## config.mk

```make
export PLATFORM = sky130hd
export DESIGN_NAME = clk_div_prog
export DESIGN_NICKNAME = d
export VERILOG_FILES = /design/src/rtl/clk_div_prog.sv
export SDC_FILE = /design/constraint.sdc
export NUM_CORES = 1
export LEC_CHECK = 0
export BUFFER_PORTS_ARGS = -buffer_cell sky130_fd_sc_hd__buf_2
export CAP_MARGIN = 25
export CORE_MARGIN = 3
export CORE_UTILIZATION = 25
export CTS_BUF_LIST = sky130_fd_sc_hd__clkbuf_4 sky130_fd_sc_hd__clkbuf_8 sky130_fd_sc_hd__clkbuf_16
export CTS_CLUSTER_DIAMETER = 100
export CTS_CLUSTER_SIZE = 8
export DETAILED_ROUTE_END_ITERATION = 7
export GPL_ROUTABILITY_DRIVEN = 1
export PLACE_DENSITY = 0.38
export SETUP_SLACK_MARGIN = 0.4
export SYNTH_ARGS = -nofsm -noshare
export SYNTH_HDL_FRONTEND = slang
export SYNTH_SLANG_ARGS = --single-unit
```

## constraint.sdc

```tcl
create_clock -name clk -period 2.6 [get_ports clk]
set_clock_uncertainty 0.05 [all_clocks]
set_input_delay 0.26 -clock clk [delete_from_list [all_inputs] [get_ports clk]]
set_output_delay 0.26 -clock clk [all_outputs]
set_load 0.05 [all_outputs]
```

## src/rtl/clk_div_prog.sv

```systemverilog
// clk_div_prog: free-running division counter, NCH programmable square-wave
// channels, a glitch-free CPU clock-enable selector and a debounced single-step
// source for the CPU board clock tree.
module clk_div_prog #(
    parameter int               CNT_W    = 32,
    parameter int               NCH      = 2,
    parameter int               CH_W     = 1,
    parameter int               DIV_W    = 16,
    parameter logic [DIV_W-1:0] DIV_INIT = DIV_W'(3),
    parameter int               DEB_CYC  = 16
) (
    input  logic             clk,
    input  logic             rst_n,
    input  logic             cnt_en,
    input  logic             cfg_we,
    input  logic [CH_W-1:0]  cfg_ch,
    input  logic [DIV_W-1:0] cfg_div,
    input  logic [CH_W-1:0]  cpu_sel,
    input  logic             step_mode,
    input  logic             step,
    output logic [CNT_W-1:0] clkdiv,
    output logic [NCH-1:0]   ch_clk,
    output logic [NCH-1:0]   ch_tick,
    output logic             cpu_ce,
    output logic             cpu_clk,
    output logic [CH_W-1:0]  sel_cur
);

    // Index space reachable by a CH_W-bit selector; unused slots read as zero.
    localparam int NSEL = 1 << CH_W;
    localparam int DC_W = $clog2(DEB_CYC) + 1;

    logic [NCH-1:0]  tick_nxt;
    logic [NSEL-1:0] tick_nxt_ext;
    logic [NSEL-1:0] tick_ext;
    logic [NSEL-1:0] clk_ext;
    logic [NSEL-1:0] ch_ok;

    logic            step_s1;
    logic            step_s2;
    logic            deb;
    logic            deb_prev;
    logic [DC_W-1:0] deb_cnt;
    logic            step_ce;

    // Pad the per-channel vectors out to the full selector range so that an
    // out-of-range cpu_sel simply sees an invalid, never-ticking channel.
    for (genvar k = 0; k < NSEL; k++) begin : g_ext
        if (k < NCH) begin : g_real
            assign tick_nxt_ext[k] = tick_nxt[k];
            assign tick_ext[k]     = ch_tick[k];
            assign clk_ext[k]      = ch_clk[k];
            assign ch_ok[k]        = 1'b1;
        end else begin : g_pad
            assign tick_nxt_ext[k] = 1'b0;
            assign tick_ext[k]     = 1'b0;
            assign clk_ext[k]      = 1'b0;
            assign ch_ok[k]        = 1'b0;
        end
    end

    // Free-running division counter, paused while cnt_en is low.
    always_ff @(posedge clk or negedge rst_n) begin
        if (!rst_n) begin
            clkdiv <= '0;
        end else if (cnt_en) begin
            clkdiv <= clkdiv + CNT_W'(1);
        end
    end

    for (genvar i = 0; i < NCH; i++) begin : g_ch
        logic [DIV_W-1:0] cnt_q;
        logic [DIV_W-1:0] div_q;
        logic [DIV_W-1:0] pend_q;
        logic             pend_vld;
        logic             clk_q;
        logic             tick_q;
        logic             wr_hit;

        // A channel index outside 0..NCH-1 matches no channel and is dropped.
        assign wr_hit      = cfg_we && (cfg_ch == CH_W'(i));
        // Terminal count at the end of a low phase: the wave rises on this edge.
        assign tick_nxt[i] = cnt_en && (cnt_q == div_q) && !clk_q;
        assign ch_clk[i]   = clk_q;
        assign ch_tick[i]  = tick_q;

        // Half-period counter, toggling wave, rise tick and a pending divisor
        // that is only swapped in at a rising edge so no phase is ever cut.
        always_ff @(posedge clk or negedge rst_n) begin
            if (!rst_n) begin
                cnt_q    <= '0;
                div_q    <= DIV_INIT;
                pend_q   <= '0;
                pend_vld <= 1'b0;
                clk_q    <= 1'b0;
                tick_q   <= 1'b0;
            end else begin
                if (cnt_en) begin
                    if (cnt_q == div_q) begin
                        cnt_q <= '0;
                        clk_q <= ~clk_q;
                    end else begin
                        cnt_q <= cnt_q + DIV_W'(1);
                    end
                end
                tick_q <= tick_nxt[i];
                if (tick_nxt[i] && pend_vld) begin
                    div_q <= pend_q;
                end
                if (wr_hit) begin
                    pend_q   <= cfg_div;
                    pend_vld <= 1'b1;
                end else if (tick_nxt[i]) begin
                    pend_vld <= 1'b0;
                end
            end
        end
    end

    // Switch source on the edge where the requested channel rises, so the
    // new channel's first tick is already the one driving cpu_ce.
    always_ff @(posedge clk or negedge rst_n) begin
        if (!rst_n) begin
            sel_cur <= '0;
        end else if (ch_ok[cpu_sel] && (cpu_sel != sel_cur) && tick_nxt_ext[cpu_sel]) begin
            sel_cur <= cpu_sel;
        end
    end

    // Synchronise and debounce the step button, then mark each debounced rise.
    always_ff @(posedge clk or negedge rst_n) begin
        if (!rst_n) begin
            step_s1  <= 1'b0;
            step_s2  <= 1'b0;
            deb      <= 1'b0;
            deb_prev <= 1'b0;
            deb_cnt  <= '0;
            step_ce  <= 1'b0;
        end else begin
            step_s1 <= step;
            step_s2 <= step_s1;
            if (step_s2 != deb) begin
                if (deb_cnt == DC_W'(DEB_CYC - 1)) begin
                    deb     <= step_s2;
                    deb_cnt <= '0;
                end else begin
                    deb_cnt <= deb_cnt + DC_W'(1);
                end
            end else begin
                deb_cnt <= '0;
            end
            deb_prev <= deb;
            step_ce  <= deb & ~deb_prev;
        end
    end

    // The step pulse is only visible in step mode, so a press in run mode is lost.
    assign cpu_ce  = step_mode ? step_ce : tick_ext[sel_cur];
    assign cpu_clk = step_mode ? deb : clk_ext[sel_cur];

endmodule

```

== After elaboration in Yosys (flattened, before gate mapping) ==
Index checks and enable logic that the tools add are counted.

* Add/subtract/negate cells: 4
* Magnitude comparators: 2
* Equality and inequality tests: 5
* Multiplexer cells: 17
* Bitwise logic cells: 5
* Reduce and logical (&&, ||, !) cells: 17

{| class="wikitable"
|+ Operator list
! operator !! count
|-
| $add A16 B1 Y16 const B || 2
|-
| $add A32 B1 Y32 const B || 1
|-
| $eq A16 B16 Y1 || 2
|-
| $mux W16 || 2
|-
| $mux W1 || 13
|-
| $logic_and A1 B1 Y1 || 10
|-
| $mux W5 || 2
|-
| $reduce_and A2 Y1 || 3
|-
| $add A5 B1 Y5 const B || 1
|-
| $eq A5 B4 Y1 const B || 1
|-
| $lt A1 B2 Y1 const B || 2
|-
| $not A1 Y1 || 4
|-
| $reduce_bool A2 Y1 || 2
|-
| $logic_not A1 Y1 || 2
|-
| $ne A1 B1 Y1 || 2
|-
| $and A1 B1 Y1 || 1
|}

* Register bits after elaboration: 145
* Bits of input ports: 24
* Output and inout bits: 39
* Logic and storage cells: 70

== Depth between registers and ports, before layout ==
Gate-level depths: netlist (run 1).

* Word-level depth: 6
* Gate-level depth with buffers: 7
* Gate-level depth less buffers: 6

== Least setup slack after synthesis (run 1) ==
No wires, ideal clock.

* Path kind: register -> register
* Start: register clkdiv[0]
* End: register clkdiv[22]
* Setup time: 0.142 ns
* Arrival time: 2.037 ns
* Data required time: 2.408 ns
* Slack: 0.372 ns
* Stages on the path, launching flop included: 7
* Buffers on the path: 0
* Period minus slack after synthesis: 2.228 ns
* Cells stage by stage: dfrtp_1 > ha_1 > nand4_1 > nor3_1 > and4_1 > nand4_1 > xnor2_1

* Word-level cells in the longest chain between the ends: 1

{| class="wikitable"
|+ Ends and longest elaborated chain
! item !! line !! text
|-
| start, declared || 21 || <nowiki>output logic [CNT_W-1:0] clkdiv,</nowiki>
|-
| start signal, assigned || 67 || <nowiki>clkdiv <= clkdiv + CNT_W'(1);</nowiki>
|-
| $add A32 B1 Y32 || 67 ||
|}

Every way passes these cells.
A chain may end at the register's enable or synchronous reset.

== Final worst setup path (run 1) ==
* Start: register g_ch[1].cnt_q[11]
* End: register g_ch[1].div_q[15]

* Word-level cells in the longest chain between the ends: 4

{| class="wikitable"
|+ Ends and longest elaborated chain
! item !! line !! text
|-
| start, declared || 72 || <nowiki>logic [DIV_W-1:0] cnt_q;</nowiki>
|-
| start signal, assigned || 103 || <nowiki>cnt_q <= cnt_q + DIV_W'(1);</nowiki>
|-
| $eq A16 B16 Y1 || 83 || <nowiki>assign tick_nxt[i] = cnt_en && (cnt_q == div_q) && !clk_q;</nowiki>
|-
| $logic_and A1 B1 Y1 (2 in series) || 83 ||
|-
| $logic_and A1 B1 Y1 || 107 || <nowiki>if (tick_nxt[i] && pend_vld) begin</nowiki>
|-
| end signal, assigned || 108 || <nowiki>div_q <= pend_q;</nowiki>
|-
| end, declared || 73 || <nowiki>logic [DIV_W-1:0] div_q;</nowiki>
|}

Every way passes these cells.

==> impl_metrics.py, run 1 <==
metrics = {
    "status": {
        "outcome": "finished, final reports clean",
    },
    "finish": {
        "fillerInstances": 2528,
        "area_growth_pct": 23.1,
        "drive_gt1_share_pct": 31.9,
        "num_antenna_cells": 0,
        "finalNonFillerCells": 939,
        "nets": 630,
    },
    "cts": {
        "clock_sinks": 145,
        "cts_made_buffers": 17,
        "root_buffer": "clkbuf_16",
        "tritoncts": "done",
        "clk_latency_ns": 0.42,
        "path_clk_slew_ns": 0.06,
        "clockBufferDepth": 2,
        "htree_levels": 4,
    },
    "worst_hold_path": {
        "hold_depth": 2,
        "min_path_type": "in2reg",
    },
    "yosys": {
        "avgSynthCellArea_um2": 12.4,
        "synthArstFlopShare_pct": 100,
        "synthDominantCellAreaShare_pct": 55.3,
        "synth-edff-count": 0,
        "ys_types": 36,
        "synth_fp_nets": 543,
        "syn_area_um2": 6380,
        "ys.warnings.count": 0,
        "yosysSeqAreaShare_pct": 56.9,
        "synthTopCellsByCount": "dfrtp_1, mux2_2, xnor2_1",
        "synth_area_leader_cell": "dfrtp_1",
        "synth_seq_cells": 145,
        "synthFlopType": "dfrtp_1",
        "ys_top_cells_by_area": "dfrtp_1, mux2_2, xnor2_1, xor2_1, nor2_1",
        "syn_inst": 515,
        "synth_most_common_cell": "dfrtp_1",
    },
    "timing": {
        "finalHoldViolCount": 0,
        "hold_ws_ns": 0.0508,
        "tightest_slew_ns": 0.714,
        "setup_viol": 0,
        "min_period_over_period_pct": 82.1,
        "max_slew_margin_pct": 52.3,
        "fmax_mhz": 469,
        "fin_ws_ns": 0.467,
        "rsz0062_at_grt": "true",
        "tns_ns": 0,
        "fin_crit_ns": 2.13,
        "slew_viol_final": 0,
    },
    "route": {
        "drt-wirelength-per-cell_um": 14.8,
        "drt_wl_total_mm": 13.9,
        "drcViolationCount": 0,
        "ant_nets": 0,
        "drtIter0Drc": 227,
        "viasPerCell": 4.33,
        "first_pass_iters": 4,
        "vias": 4069,
    },
    "die": {
        "start_util_pct": 25.9,
        "num_rows": 57,
        "die-area_um2": 27500,
        "core-area_um2": 24700,
        "ios": 63,
        "chipWidth_um": 166,
        "die_h_um": 166,
    },
    "placed_design": {
        "port_buffers": 62,
        "globalplace.congestion": 0.752,
        "place_inst": 900,
        "place_ws_ns": 0.317,
        "hpwl_mm": 10.1,
    },
    "worst_setup_path": {
        "rr_startpoint": "g_ch[1].cnt_q[11]",
        "r2r_slack_ns": 0.47,
        "critPathKind": "reg2reg",
        "startpoint_type": "flop",
        "cp-startpoint": "g_ch[1].cnt_q[11]",
        "cp-end-kind": "flop",
        "worstPathArrival_ns": 2.38,
        "cp_data_required_time_ns": 2.85,
        "crit_end": "g_ch[1].div_q[15]",
        "worst_r2r_endpoint": "g_ch[1].div_q[15]",
        "worst_r2r_path_depth": 6,
        "critical_path_peak_fanout": 8,
    },
    "pwr": {
        "peakVddDrop_mv": 0.526,
        "p_leak_nw": 3.69,
        "power.density_nw_per_um2": 907,
        "total_power_mw": 7.12,
    },
    "global_routing": {
        "track_usage_pct": 10.5,
        "grt_pass1_vias": 4267,
        "grt_first_pass_wirelength_mm": 23.3,
        "grt_overflow_total": 0,
        "grt_max_degree": 72,
        "antenna_found_initial": 0,
    },
    "job": {
        "cap_viol_max_count": 0,
    },
}
==> metal layers <==
metal	vias up	GRT usage, %	routed length, um
li1	1937	-	-
met1	2038	15.3	7160
met2	79	15.0	5880
met3	15	2.86	654
met4	0	3.80	212
met5	-	0	0
==> through the flow <==
| step | cell area, um2 | utilization (%) |
|---|---|---|
| after detailed placement | 7100 | 28.8 |
| after global routing | 7860 | 31.8 |
| after global placement | 7100 | 28.8 |
| after floorplan | 6380 | - |
| final | 7860 | 31.8 |
| after CTS | 7790 | 31.6 |
==> cell families (layout without fill, tap and decap cells) <==
kind of cell	count (synthesis)	after routing	share of synthesized area (%)
flops	145	145	56.9
mux	70	70	12.3
buf+inv	25	125	2.35
compound gates	15	15	1.49
xor+xnor	93	93	12.8
simple gates	163	163	13.4
fa+ha+maj	4	4	0.784
==> flip-flops by register name, indices dropped and copies added (netlist names) <==
| signal | cells |
|---|---|
| step_ce | 1 |
| g_ch.clk_q | 2 |
| deb | 1 |
| deb_prev | 1 |
| clkdiv | 32 |
| step_s2 | 1 |
| g_ch.cnt_q | 32 |
| step_s1 | 1 |
| g_ch.pend_vld | 2 |
| g_ch.div_q | 32 |
| sel_cur | 1 |
| g_ch.pend_q | 32 |
| g_ch.tick_q | 2 |
| deb_cnt | 5 |
==> cell type report <==
class / instances / area, um2 / share of cell area (%)
sequential: 145 / 3640 / 46.3
tap: 324 / 405 / 5.16
timing repair buffer: 84 / 494 / 6.29
clock buffer: 19 / 447 / 5.68
multi-input combinational: 345 / 2630 / 33.5
inverter: 9 / 33.8 / 0.430
clock inverter: 13 / 208 / 2.64
==> worst min path at each step <==
stage                          to         from  slack [ns]
2_1_floorplan           clkdiv[0]        rst_n       -0.09
3_3_place_gp              step_s2        rst_n        0.27
3_5_place_dp             deb_prev        rst_n        0.28
4_1_cts        g_ch[1].pend_q[11]  cfg_div[11]        0.03
5_1_grt        g_ch[1].pend_q[10]  cfg_div[10]        0.04
6_report       g_ch[1].pend_q[11]  cfg_div[11]        0.05
==> report_power, final <==
part / internal (mW) / switching (mW) / total (mW)
registers: 2.65 / 0.427 / 3.07
logic: 0.589 / 0.757 / 1.35
clock network: 1.74 / 0.963 / 2.70
total: 4.98 / 2.15 / 7.12
==> timing repair <==
| item | 4_1_cts | 5_1_grt |
|---|---|---|
| gates cloned | 0 | 1 |
| buffers inserted | 0 | 4 |
| pin swaps | 0 | 1 |
| hold buffers | 2 | 0 |
| resized for setup | 2 | 9 |
| endpoints found under the hold margin | 63 | 0 |
| endpoints found under the setup margin | 17 | 32 |
==> critical path, cell delays in order (launching register included) <==
cell	delay [ns]
dfrtp_1	0.43
xor2_1	0.19
nor4_2	0.35
nand4_2	0.20
nor4_4	0.25
buf_6	0.21
mux2_2	0.34
==> cells in the final DEF, fill, tap and decap left out, types with 3 or more instances in the layout <==
cell / synthesis / routed
xor2_1: 39 / 39
clkbuf_16: 0 / 17
ha_1: 4 / 4
nor2b_1: 3 / 3
nor3_1: 7 / 7
dfrtp_2: 0 / 3
and2_1: 6 / 6
buf_6: 1 / 3
mux2i_1: 4 / 4
and4_1: 4 / 4
dfstp_2: 4 / 4
bufinv_16: 0 / 5
nand4_1: 20 / 20
dfrtp_1: 141 / 138
nand2_1: 27 / 27
clkinvlp_4: 0 / 4
o2bb2ai_1: 3 / 3
inv_1: 9 / 9
nor2_1: 48 / 48
o21ai_0: 9 / 7
nand3_1: 19 / 19
buf_4: 5 / 18
xnor2_1: 54 / 54
mux2_2: 66 / 64
nand2b_1: 3 / 3
buf_2: 0 / 61
and3_1: 13 / 13
nor4_2: 0 / 3
(Power assumes the default switching activity.)
==> inputs of run 2 (changes only) <==
==> constraint.sdc (replaced) <==
create_clock -name clk -period 2.09 [get_ports clk]
set_clock_uncertainty 0.05 [all_clocks]
set_input_delay 0.209 -clock clk [delete_from_list [all_inputs] [get_ports clk]]
set_output_delay 0.209 -clock clk [all_outputs]
set_load 0.05 [all_outputs]
==> impl_metrics.py, run 2 (synthesized netlist as in run 1, its figures left out) <==
metrics = {
    "worst_setup_path": {
        "rr_startpoint": "g_ch[1].div_q[9]",
        "cp-startpoint": "g_ch[1].div_q[9]",
        "startpoint_type": "flop",
        "critPathKind": "reg2reg",
        "cp_data_required_time_ns": 2.34,
        "critical_path_peak_fanout": 16,
        "cp-end-kind": "flop",
        "worstPathArrival_ns": 2.43,
    },
    "cts": {
        "clock_sinks": 145,
        "cts_made_buffers": 17,
        "clockBufferDepth": 2,
        "path_clk_slew_ns": 0.06,
        "tritoncts": "done",
        "clk_latency_ns": 0.42,
        "root_buffer": "clkbuf_16",
        "htree_levels": 4,
    },
    "pwr": {
        "power.density_nw_per_um2": 1100,
        "total_power_mw": 9.62,
        "peakVddDrop_mv": 0.652,
        "p_leak_nw": 4.11,
    },
    "finish": {
        "nets": 692,
        "area_growth_pct": 37.1,
        "fillerInstances": 2475,
        "num_antenna_cells": 0,
        "layout_commonest_cell": "dfrtp_1",
        "layout_common_cells": "dfrtp_1, buf_4, buf_2",
        "finalNonFillerCells": 1000,
        "drive_gt1_share_pct": 44.2,
    },
    "timing": {
        "tightest_slew_ns": 0.566,
        "finalHoldViolCount": 0,
        "setup_viol": 16,
        "fin_crit_ns": 2.18,
        "max_slew_margin_pct": 62.3,
        "min_period_over_period_pct": 104,
        "rsz0062_at_grt": "true",
        "fmax_mhz": 458,
        "tns_ns": -1.28,
        "fin_ws_ns": -0.0918,
        "slew_viol_final": 0,
        "hold_ws_ns": 0.0252,
    },
    "route": {
        "ant_nets": 0,
        "drt_wl_total_mm": 15.3,
        "drt-wirelength-per-cell_um": 15.3,
        "drcViolationCount": 0,
        "vias": 4297,
        "drtIter0Drc": 125,
        "viasPerCell": 4.30,
        "first_pass_iters": 4,
    },
    "global_routing": {
        "grt_overflow_total": 0,
        "grt_max_degree": 56,
        "antenna_found_initial": 0,
        "track_usage_pct": 11.4,
        "grt_pass1_vias": 4466,
        "grt_first_pass_wirelength_mm": 25.0,
    },
    "die": {
        "die_h_um": 166,
        "chipWidth_um": 166,
        "core-area_um2": 24700,
        "start_util_pct": 25.9,
        "die-area_um2": 27500,
        "num_rows": 57,
        "ios": 63,
    },
    "status": {
        "violations": "setup timing",
        "outcome": "finished, violations left",
    },
    "placed_design": {
        "hpwl_mm": 10.5,
        "globalplace.congestion": 0.741,
        "port_buffers": 62,
        "place_inst": 924,
    },
    "job": {
        "cap_viol_max_count": 0,
    },
    "worst_hold_path": {
        "min_from": "cpu_sel",
        "min_path_type": "in2reg",
    },
}
[run 2: cell types whose count changed in the layout (fill, tap and decap cells not counted), sizes merged, moves of 3 or more]
cell and delta:
dlygate4sd3 +10, buf +49, clkinvlp -3, clkinv +3
[run 2: worst paths after layout]
path	to	slack (ns)	depth (start not counted)
setup / recovery	g_ch[1].div_q[14]	-0.09	7
hold / removal	sel_cur	0.03	3
setup reg to reg	g_ch[1].div_q[14]	-0.09	7
hold reg to reg	step_s2	0.30	0
max in group asynchronous	clkdiv[19]	1.00	3
min in group asynchronous	step_s2	0.28	2
[run 2: final cells by class]
class	instances	area, um2	share of cell area (%)
inverter	9	33.8	0.386
sequential	145	3660	41.8
multi-input combinational	346	2920	33.3
clock buffer	18	433	4.95
timing repair buffer	145	1060	12.2
clock inverter	13	236	2.70
tap	324	405	4.63
[run 2: per-layer routing]
| metal | up-vias | GRT usage, % | wire [um] |
|---|---|---|---|
| li1 | 2061 | - | - |
| met1 | 2146 | 16.5 | 7830 |
| met2 | 74 | 16.4 | 6730 |
| met3 | 16 | 3.02 | 513 |
| met4 | 0 | 3.76 | 201 |
| met5 | - | 0 | 0 |
[run 2: stage by stage]
stage / utilization [%] / instance area, um2 / worst slack (ns)
final: 35.4 / 8750 / -0.0918
after global placement: 30.0 / 7400 / -0.246
after detailed placement: 30.0 / 7400 / -0.266
after CTS: 34.5 / 8500 / -0.111
after floorplan: - / 6480 / -0.0727
after global routing: 35.4 / 8750 / -0.226
[run 2: critical path, stage by stage, from the launching register on]
cell and delay [ns]:
dfrtp_1 0.40, xor2_1 0.18, nor4_2 0.36, buf_4 0.18, nand4_4 0.11, nor4_4 0.23
buf_12 0.20, mux2_2 0.34
[run 2: what timing repair did]
action / CTS / global route
endpoints found under the setup margin: 78 / 86
pin swaps: 12 / 11
gates cloned: 2 / 0
buffers inserted: 12 / 19
hold buffers: 12 / 0
hold endpoints to repair: 67 / 0
gates resized for setup: 46 / 26
[run 2: power by group]
part	internal (mW)	total (mW)	switching, mW	leakage [nW]
clock	2.25	3.45	1.19	0.324
combinational	1.19	2.43	1.24	1.95
sequential	3.31	3.75	0.438	1.84
